$ cat config.mk
export PLATFORM = sky130hd
export DESIGN_NAME = fu_mem_access_ctrl
export DESIGN_NICKNAME = d
export VERILOG_FILES = /design/src/rtl/fu_mem_access_ctrl_pkg.sv /design/src/rtl/fu_mem_access_ctrl_load_extend.sv /design/src/rtl/fu_mem_access_ctrl.sv
export SDC_FILE = /design/constraint.sdc
export NUM_CORES = 1
export LEC_CHECK = 0
export CAP_MARGIN = 20
export CORE_AREA = 5 5 209 211
export CTS_BUF_LIST = sky130_fd_sc_hd__clkbuf_16
export CTS_CLUSTER_DIAMETER = 200
export CTS_CLUSTER_SIZE = 8
export DETAILED_ROUTE_END_ITERATION = 8
export DIE_AREA = 0 0 214 216
export GPL_ROUTABILITY_DRIVEN = 0
export HOLD_SLACK_MARGIN = 0.02
export PLACE_DENSITY = 0.72
export REMOVE_ABC_BUFFERS = 1
export SYNTH_ARGS = -nofsm -noshare
export SYNTH_HDL_FRONTEND = slang
export SYNTH_SLANG_ARGS = --single-unit
$ cat constraint.sdc
create_clock -name clk -period 3.7 [get_ports clk]
set_input_delay 0.37 -clock clk [delete_from_list [all_inputs] [get_ports clk]]
set_output_delay 0.37 -clock clk [all_outputs]
set_load 0.03 [all_outputs]
$ cat src/rtl/fu_mem_access_ctrl_pkg.sv
// Shared types and constants for the FU data-memory access controller.
package fu_mem_access_ctrl_pkg;

    typedef enum logic [1:0] {
        IDLE  = 2'd0,
        READ  = 2'd1,
        WRITE = 2'd2,
        RESP  = 2'd3
    } mem_state_e;

    localparam int PidWidth    = 2;
    localparam int MaskWidth   = 4;
    localparam int Funct3Width = 3;

    localparam logic [Funct3Width-1:0] F3_LB  = 3'b000;
    localparam logic [Funct3Width-1:0] F3_LH  = 3'b001;
    localparam logic [Funct3Width-1:0] F3_LW  = 3'b010;
    localparam logic [Funct3Width-1:0] F3_LD  = 3'b011;
    localparam logic [Funct3Width-1:0] F3_LBU = 3'b100;
    localparam logic [Funct3Width-1:0] F3_LHU = 3'b101;
    localparam logic [Funct3Width-1:0] F3_LWU = 3'b110;

    // Bridge write-progress code that marks a finished store.
    localparam logic [2:0] WRITE_DONE = 3'b111;

endpackage

$ cat src/rtl/fu_mem_access_ctrl_load_extend.sv
// Load-data lane extraction with sign/zero extension on a 64-bit RAM word.
module fu_mem_access_ctrl_load_extend
    import fu_mem_access_ctrl_pkg::*;
(
    input  logic [63:0]            rdata_i,
    input  logic [2:0]             offset_i,
    input  logic [Funct3Width-1:0] funct3_i,
    output logic [63:0]            data_o
);

    logic [7:0]  byte_sel;
    logic [15:0] half_sel;
    logic [31:0] word_sel;

    // Offset bits below the access size are dropped, so misaligned loads alias down.
    assign byte_sel = rdata_i[{offset_i, 3'b000} +: 8];
    assign half_sel = rdata_i[{offset_i[2:1], 4'b0000} +: 16];
    assign word_sel = rdata_i[{offset_i[2], 5'b00000} +: 32];

    always_comb begin
        data_o = '0;
        case (funct3_i)
            F3_LB:   data_o = {{56{byte_sel[7]}}, byte_sel};
            F3_LBU:  data_o = {56'd0, byte_sel};
            F3_LH:   data_o = {{48{half_sel[15]}}, half_sel};
            F3_LHU:  data_o = {48'd0, half_sel};
            F3_LW:   data_o = {{32{word_sel[31]}}, word_sel};
            F3_LWU:  data_o = {32'd0, word_sel};
            F3_LD:   data_o = rdata_i;
            default: data_o = '0;
        endcase
    end

endmodule

$ cat src/rtl/fu_mem_access_ctrl.sv
// Round-robin arbiter between the two FU ways and a read/write/respond
// sequencer that owns the single data-RAM port.
module fu_mem_access_ctrl
    import fu_mem_access_ctrl_pkg::*;
#(
    parameter int AddrWidth = 32,
    parameter int DataWidth = 64,
    parameter int NumWay    = 2
) (
    input  logic                                   clk,
    input  logic                                   reset_n,
    input  logic [NumWay-1:0]                      valid_i,
    input  logic [NumWay-1:0][AddrWidth-1:0]       readAddr_i,
    input  logic [NumWay-1:0][AddrWidth-1:0]       writeAddr_i,
    input  logic [NumWay-1:0][DataWidth-1:0]       writeData_i,
    input  logic [NumWay-1:0][MaskWidth-1:0]       writeMask_i,
    input  logic [NumWay-1:0][Funct3Width-1:0]     funct3_i,
    input  logic [NumWay-1:0][PidWidth-1:0]        pID_i,
    output logic [NumWay-1:0]                      ready_o,
    output logic                                   ramReadEnable_o,
    output logic [AddrWidth-1:0]                   ramReadAddr_o,
    input  logic [DataWidth-1:0]                   ramReadData_i,
    input  logic                                   dataOk_i,
    output logic                                   ramWriteEnable_o,
    output logic [AddrWidth-1:0]                   ramWriteAddr_o,
    output logic [DataWidth-1:0]                   ramWriteData_o,
    output logic [MaskWidth-1:0]                   ramWriteMask_o,
    input  logic [2:0]                             writeState_i,
    output logic                                   loadValid_o,
    output logic [DataWidth-1:0]                   loadData_o,
    output logic                                   loadWay_o,
    output logic [PidWidth-1:0]                    loadPID_o,
    output logic                                   busy_o
);

    mem_state_e                 state_q;
    logic                       rr_last_q;
    logic                       way_q;
    logic [AddrWidth-1:0]       rd_addr_q;
    logic [AddrWidth-1:0]       wr_addr_q;
    logic [DataWidth-1:0]       wr_data_q;
    logic [MaskWidth-1:0]       wr_mask_q;
    logic [Funct3Width-1:0]     funct3_q;
    logic [PidWidth-1:0]        pid_q;
    logic [DataWidth-1:0]       rdata_q;

    logic                       ram_rd_en_q;
    logic                       ram_wr_en_q;
    logic                       load_valid_q;
    logic [DataWidth-1:0]       load_data_q;
    logic                       load_way_q;
    logic [PidWidth-1:0]        load_pid_q;

    logic [NumWay-1:0]          req;
    logic                       idle;
    logic                       gnt_valid;
    logic                       gnt_way;
    logic                       rd_pending;
    logic                       wr_pending;
    logic [DataWidth-1:0]       ext_src;
    logic [DataWidth-1:0]       load_data_d;

    assign idle       = (state_q == IDLE);
    assign rd_pending = |rd_addr_q;
    assign wr_pending = |wr_addr_q;

    // A valid beat with both addresses zero is not a request: it is accepted
    // through ready_o but never starts an access.
    generate
        for (genvar gi = 0; gi < NumWay; gi++) begin : g_way
            localparam int Other = NumWay - 1 - gi;
            assign req[gi]     = valid_i[gi] & ((|readAddr_i[gi]) | (|writeAddr_i[gi]));
            assign ready_o[gi] = idle & ((gnt_valid & (gnt_way == 1'(gi))) | ~req[Other]);
        end
    endgenerate

    always_comb begin
        gnt_way = 1'b0;
        if (req[0] && req[1]) begin
            gnt_way = ~rr_last_q;
        end else if (req[1]) begin
            gnt_way = 1'b1;
        end
    end

    assign gnt_valid = idle & (|req);

    // On a direct READ->RESP hop the word is still on the RAM bus; after a
    // trailing store it comes from the latched copy.
    assign ext_src = (state_q == READ) ? ramReadData_i : rdata_q;

    fu_mem_access_ctrl_load_extend u_load_extend (
        .rdata_i  (ext_src),
        .offset_i (rd_addr_q[2:0]),
        .funct3_i (funct3_q),
        .data_o   (load_data_d)
    );

    always_ff @(posedge clk or negedge reset_n) begin
        if (!reset_n) begin
            state_q      <= IDLE;
            rr_last_q    <= 1'b1;
            way_q        <= 1'b0;
            rd_addr_q    <= '0;
            wr_addr_q    <= '0;
            wr_data_q    <= '0;
            wr_mask_q    <= '0;
            funct3_q     <= '0;
            pid_q        <= '0;
            rdata_q      <= '0;
            ram_rd_en_q  <= 1'b0;
            ram_wr_en_q  <= 1'b0;
            load_valid_q <= 1'b0;
            load_data_q  <= '0;
            load_way_q   <= 1'b0;
            load_pid_q   <= '0;
        end else begin
            load_valid_q <= 1'b0;
            case (state_q)
                IDLE: begin
                    if (gnt_valid) begin
                        way_q     <= gnt_way;
                        rr_last_q <= gnt_way;
                        rd_addr_q <= readAddr_i[gnt_way];
                        wr_addr_q <= writeAddr_i[gnt_way];
                        wr_data_q <= writeData_i[gnt_way];
                        wr_mask_q <= writeMask_i[gnt_way];
                        funct3_q  <= funct3_i[gnt_way];
                        pid_q     <= pID_i[gnt_way];
                        if (|readAddr_i[gnt_way]) begin
                            state_q     <= READ;
                            ram_rd_en_q <= 1'b1;
                        end else begin
                            state_q     <= WRITE;
                            ram_wr_en_q <= 1'b1;
                        end
                    end
                end
                READ: begin
                    if (dataOk_i) begin
                        rdata_q     <= ramReadData_i;
                        ram_rd_en_q <= 1'b0;
                        if (wr_pending) begin
                            state_q     <= WRITE;
                            ram_wr_en_q <= 1'b1;
                        end else begin
                            state_q      <= RESP;
                            load_valid_q <= 1'b1;
                            load_data_q  <= load_data_d;
                            load_way_q   <= way_q;
                            load_pid_q   <= pid_q;
                        end
                    end
                end
                WRITE: begin
                    if (writeState_i == WRITE_DONE) begin
                        ram_wr_en_q <= 1'b0;
                        if (rd_pending) begin
                            state_q      <= RESP;
                            load_valid_q <= 1'b1;
                            load_data_q  <= load_data_d;
                            load_way_q   <= way_q;
                            load_pid_q   <= pid_q;
                        end else begin
                            state_q <= IDLE;
                        end
                    end
                end
                RESP: begin
                    state_q <= IDLE;
                end
                default: begin
                    state_q <= IDLE;
                end
            endcase
        end
    end

    assign ramReadEnable_o  = ram_rd_en_q;
    assign ramReadAddr_o    = rd_addr_q;
    assign ramWriteEnable_o = ram_wr_en_q;
    assign ramWriteAddr_o   = wr_addr_q;
    assign ramWriteData_o   = wr_data_q;
    assign ramWriteMask_o   = wr_mask_q;
    assign loadValid_o      = load_valid_q;
    assign loadData_o       = load_data_q;
    assign loadWay_o        = load_way_q;
    assign loadPID_o        = load_pid_q;
    assign busy_o           = ~idle;

endmodule

### Word level (Yosys, flattened, before mapping)

Cells that the tools add are included.

* register bits: 275
* output and inout port bits: 205
* logic and storage cells: 127

* order comparisons: 1
* shifts and indexed selects: 3
* bitwise gates (word level): 16
* reduce and logical (&&, ||, !) cells: 20
* muxes and demuxes: 53
* equal/unequal tests: 18

Operator list (count)
* $mux W64: 7
* $pmux W64 S7: 1
* $reduce_or A32 Y1: 7
* $mux W32: 4
* $pmux W64 S2: 1
* $shiftx A64 B7 Y16: 1
* $shiftx A64 B7 Y32: 1
* $shiftx A64 B7 Y8: 1
* $mux W2: 11
* $mux W1: 19
* $eq A3 B3 Y1 const B: 4
* $ne A2 B2 Y1 const B: 6
* $mux W4: 2
* $pmux W2 S4: 1
* $and A1 B1 Y1: 7
* $eq A3 B2 Y1 const B: 2
* $mux W3: 2
* $pmux W1 S2: 3
* $reduce_and A6 Y1: 1
* $not A1 Y1: 5
* $reduce_and A5 Y1: 1
* $eq A2 B2 Y1 const B: 2
* $ne A2 B1 Y1 const B: 2
* $or A1 B1 Y1: 4
* 14 further kinds: 16

### Depth between registers and ports, before layout

* depth after elaboration: 11
* depth in mapped cells: 12
* depth with buffers taken out: 9

### By module

Synthesis repeated with hierarchy kept, for this count alone.

* cell total of the unflattened synthesis: 1278
* area, all modules: 14396.3 µm²

By module, submodules not included
* fu_mem_access_ctrl: area each 12784.8 µm², times used 1, cells each 1074
* fu_mem_access_ctrl_load_extend: area each 1611.5 µm², times used 1, cells each 204

### Worst setup path after synthesis

No wires, ideal clock.

* kind: register to register
* start point: reg state_q[1]
* end point: reg load_data_q[33], in the netlist loadData_o[33]
* period minus slack after synthesis: 2.740 ns
* library setup time: 0.123 ns
* data required time: 3.577 ns
* path slack: 0.960 ns
* data arrival time: 2.617 ns
* stages on the path, launching flop included: 11
* cell sequence: dfrtp_1 > inv_1 > ha_1 > buf_6 > mux4_2 > mux4_2 > nand2_1 > o21ai_2 > a211o_4 > buf_6 > o221a_1

* longest elaborated chain between the ends: 7
* elaborated cells between the ends (all ways): 18

Ends and longest elaborated chain
* from (decl): line fu_mem_access_ctrl.sv:36 `mem_state_e state_q;`
* from (signal assigned): line fu_mem_access_ctrl.sv:101 `state_q <= IDLE;`
* from (signal assigned): line fu_mem_access_ctrl.sv:131 `state_q <= READ;`
* from (signal assigned): line fu_mem_access_ctrl.sv:134 `state_q <= WRITE;`
* $eq A2 B1 Y1: line fu_mem_access_ctrl.sv:90, fu_mem_access_ctrl.sv:119
* $mux W64: line fu_mem_access_ctrl.sv:90 `assign ext_src = (state_q == READ) ? ramReadData_i : rdata_q;`
* $shiftx A64 B7 Y32, or another cell as far along: line fu_mem_access_ctrl_load_extend.sv:18 `assign word_sel = rdata_i[{offset_i[2], 5'b00000} +: 32];`
* $pmux W64 S7: line fu_mem_access_ctrl_load_extend.sv:22 `case (funct3_i)`
* $mux W64, on equally long branches: line fu_mem_access_ctrl.sv:158, fu_mem_access_ctrl.sv:143
* $mux W64, on equally long branches: line fu_mem_access_ctrl.sv:156, fu_mem_access_ctrl.sv:140
* $pmux W64 S2: line fu_mem_access_ctrl.sv:119 `case (state_q)`
* to (signal assigned): line fu_mem_access_ctrl.sv:149 `load_data_q <= load_data_d;`
* to (signal assigned): line fu_mem_access_ctrl.sv:161 `load_data_q <= load_data_d;`
* to (decl): line fu_mem_access_ctrl.sv:50 `logic [DataWidth-1:0] load_data_q;`

Parallel ways exist; a longest one is shown, timed or not. The select of a mux whose other input is x is not followed.
A chain may end at the register's enable or synchronous reset.

### Final worst setup path

* start point: in readAddr_i[18] in the netlist's numbering
* end point: out ready_o[1]

* longest elaborated chain between the ends: 8
* elaborated cells between the ends (all ways): 11

Ends and longest elaborated chain
* from (decl): line fu_mem_access_ctrl.sv:13 `input logic [NumWay-1:0][AddrWidth-1:0] readAddr_i,`
* $reduce_or A32 Y1 *: line fu_mem_access_ctrl.sv:72 `assign req[gi] = valid_i[gi] & ((|readAddr_i[gi]) | (|writeAddr_i[gi]));`
* $or A1 B1 Y1 *: line fu_mem_access_ctrl.sv:72
* $and A1 B1 Y1 *: line fu_mem_access_ctrl.sv:72
* $reduce_or A2 Y1 / $logic_and A1 B1 Y1 (equally long branches): line fu_mem_access_ctrl.sv:86, fu_mem_access_ctrl.sv:79
* $and A1 B1 Y1 / $mux W1 (equally long branches): line fu_mem_access_ctrl.sv:86, fu_mem_access_ctrl.sv:79
* $and A1 B1 Y1: line fu_mem_access_ctrl.sv:73 `assign ready_o[gi] = idle & ((gnt_valid & (gnt_way == 1'(gi))) | ~req[Other]);`
* $or A1 B1 Y1 *: line fu_mem_access_ctrl.sv:73
* $and A1 B1 Y1 *: line fu_mem_access_ctrl.sv:73
* to (decl): line fu_mem_access_ctrl.sv:19 `output logic [NumWay-1:0] ready_o,`

Every way passes the cells marked *; elsewhere a longest branch is shown, timed or not.

==> results.sh <==
export IMPL_synth_cell_types=56
export IMPL_status="complete, no violations"
export IMPL_dp_hpwl_mm=44.45
export IMPL_synth_edf_count=0
export IMPL_antenna_found_initial=10
export IMPL_netlist_instances=1363
export IMPL_syn_to_final_growth_pct=51.35
export IMPL_drt_initial_drc_count=1085
export IMPL_grt_pass1_wl_mm=88.22
export IMPL_postCtsSetupRepairBufs=0
export IMPL_core_area_sq_um=41570
export IMPL_p_leak_uw=0.008894
export IMPL_cts_buffers=40
export IMPL_tritoncts="built"
export IMPL_slew_violations=0
export IMPL_hold_ws_ns=0.4539
export IMPL_critPathRequiredTime_ns=3.33
export IMPL_rows=75
export IMPL_nFillCells=3681
export IMPL_initial_core_util_pct=34.90
export IMPL_pin_count=551
export IMPL_via_count=13541
export IMPL_synth_simple_area_share_pct=11.22
export IMPL_cts_htree_levels=2
export IMPL_insertion_delay_ns=0.55
export IMPL_post_cts_resized=0
export IMPL_grt_pass1_vias=14047
export IMPL_layout_commonest_cell="clkdlybuf4s50_1"
export IMPL_synth_top_family_by_area="multiplexers"
export IMPL_synthXorXnorAreaFrac_pct=0
export IMPL_remaining_drc_errors=0
export IMPL_grt_use_total_pct=24.53
export IMPL_grt_max_degree=129
export IMPL_power_density_nw_per_um2=955.3
export IMPL_wl_per_cell_microns=23.86
export IMPL_clock_skew_ns=0.01973
export IMPL_ys_seq_elements=275
export IMPL_die_x_microns=214
export IMPL_fin_nets=2260
export IMPL_rsz0062_at_grt="no"
export IMPL_drt_first_pass_iters=8
export IMPL_die_y_microns=216
export IMPL_cts_sinks=275
export IMPL_drv_cap=0
export IMPL_yosysWarningCount=0
export IMPL_endpoint_kind="output port"
export IMPL_tightestPinTransition_ns=0.9539
export IMPL_synthAdderAreaFrac_pct=0.3450
export IMPL_final_cell_mix="clkdlybuf4s50_1, dfrtp_1, nor2_1"
export IMPL_worstPathMaxFanout=5
export IMPL_crit_type="in -> out"
export IMPL_drtAntennaViolNets=0
export IMPL_syn_area_per_cell_sq_um=10.64
export IMPL_synthFlopType="dfrtp_1"
export IMPL_start_kind="primary input"
export IMPL_hold_path_class="in -> reg"
export IMPL_pre_cts_ws_ns=0.1857
export IMPL_routed_wl_mm=58.90
export IMPL_port_buffers=550
export IMPL_fmax_mhz=308.3
export IMPL_clk_pin_slew_ns=0.05
export IMPL_overflow=0
export IMPL_synth_cell_area_sq_um=14510
export IMPL_period_share_pct=87.65
export IMPL_viasPerCell=5.484
export IMPL_synth_compound_area_share_pct=13.21
export IMPL_placed_area_sq_um=20820
export IMPL_die_area_sq_um=46220
export IMPL_ys_seq_area_share_pct=47.44
export IMPL_ir_drop_mv=0.5566
export IMPL_synthArstFlopShare_pct=100.0
export IMPL_crit_arrival_ns=2.87
export IMPL_final_area_sq_um=21960
export IMPL_setup_viol=0
export IMPL_slew_headroom_pct=36.41
export IMPL_timing_final_ws_setup_ns=0.4568
export IMPL_finalCriticalPeriod_ns=3.243
export IMPL_root_buffer="clkbuf_16"
export IMPL_clk_path_buf_depth=3
export IMPL_hold_viol_final=0
export IMPL_synthMuxAreaShare_pct=24.38
export IMPL_drive_gt1_share_pct=12.14
## metal layers
metal / part of all wire (%) / track usage, % / up-vias
li1: - / - / 6143
met1: 38 / 29.04 / 6699
met2: 50 / 42.74 / 599
met3: 9.0 / 7.749 / 98
met4: 3.4 / 7.795 / 2
met5: 0.020 / 0 / -
## synth_stat cells, drive strengths merged (2+ instances only)
master / n / area (sq um)
o21ai: 31 / 158.9
nor3b: 2 / 15.01
o221a: 32 / 360.3
mux2: 97 / 1092
mux4: 25 / 563.0
ha: 4 / 50.05
nand4: 8 / 50.05
a211oi: 3 / 27.52
clkbuf: 54 / 202.7
buf: 44 / 260.2
o21a: 9 / 67.56
nor2: 205 / 772.0
o221ai: 2 / 17.52
nand2: 70 / 262.8
a211o: 2 / 26.28
a22o: 2 / 17.52
nand3: 11 / 55.05
nor3: 2 / 10.01
o211ai: 8 / 60.06
and2: 2 / 12.51
dfrtp: 274 / 6857
a21o: 2 / 15.01
inv: 8 / 30.03
mux2i: 188 / 1882
and3: 7 / 43.79
o22a: 6 / 52.55
a21oi: 175 / 875.8
nand4b: 2 / 17.52
a31oi: 2 / 12.51
nor2b: 9 / 56.30
a222oi: 15 / 150.1
nor4: 49 / 312.8
## final timing paths
| kind | startpoint | endpoint | slack (ns) | cells past startpoint |
|---|---|---|---|---|
| min | writeData_i[50] | ramWriteData_o[50] | 0.45 | 3 |
| max in group asynchronous | reset_n | ramReadAddr_o[31] | 2.27 | 3 |
| max reg2reg | state_q[1] | loadData_o[61] | 0.48 | 8 |
| min reg2reg | way_q | loadWay_o | 0.47 | 2 |
| max | readAddr_i[18] | ready_o[1] | 0.46 | 8 |
| min in group asynchronous | reset_n | loadData_o[34] | 0.46 | 2 |
## worst max-delay path: stages
cell             delay, ns
clkdlybuf4s50_1       0.48
nor4_1                0.63
nand4_1               0.28
or2_2                 0.38
o21ba_2               0.24
nor2_4                0.19
o21a_1                0.14
buf_4                 0.16
## what timing repair did
item                       4_1_cts  5_1_grt
setup endpoints to repair        0        0
hold buffers                     1        0
hold endpoints to repair        94        0
## sequential cells by signal, summed over array words and instances (netlist names), 2 cells and up
register        cells
funct3_q            3
loadData_o         64
loadPID_o           2
pid_q               2
ramReadAddr_o      32
ramWriteAddr_o     32
ramWriteData_o     64
ramWriteMask_o      4
rdata_q            64
state_q             2
## per-stage QoR
stage	setup TNS [ns]	cells	utilization [%]	power (uW)
6_report	0	2469	52.82	20980
5_1_grt	0	2466	52.80	22180
4_1_cts	0	2459	52.76	21060
3_5_place_dp	0	2406	50.08	17590
3_3_place_gp	0	2406	50.08	17350
2_1_floorplan	-1460.51	1265	-	12800
## power by group
group          internal, uW  switching [uW]
registers              4520            1150
clock network          2000            1350
logic                  5160            6800
total                 11700            9290
## cells by family after synthesis
| kind of cell | after synthesis |
|---|---|
| AOI/OAI and AO/OA | 298 |
| adders and majority gates | 4 |
| buffers and inverters | 106 |
| DFF | 275 |
| muxes | 310 |
| and+or+nand+nor | 370 |
## final cells by class
type	count	area (sq um)	area share (%)
multi-input combinational	982	7171	32.66
inverter	8	30.03	0.1368
tap	539	674.4	3.071
clock buffer	42	1051	4.787
sequential	275	6884	31.35
timing repair buffer	603	6068	27.64
antenna	10	25.02	0.1140
clock inverter	10	53.80	0.2450
No activity file was read; power rests on OpenSTA's default activity.
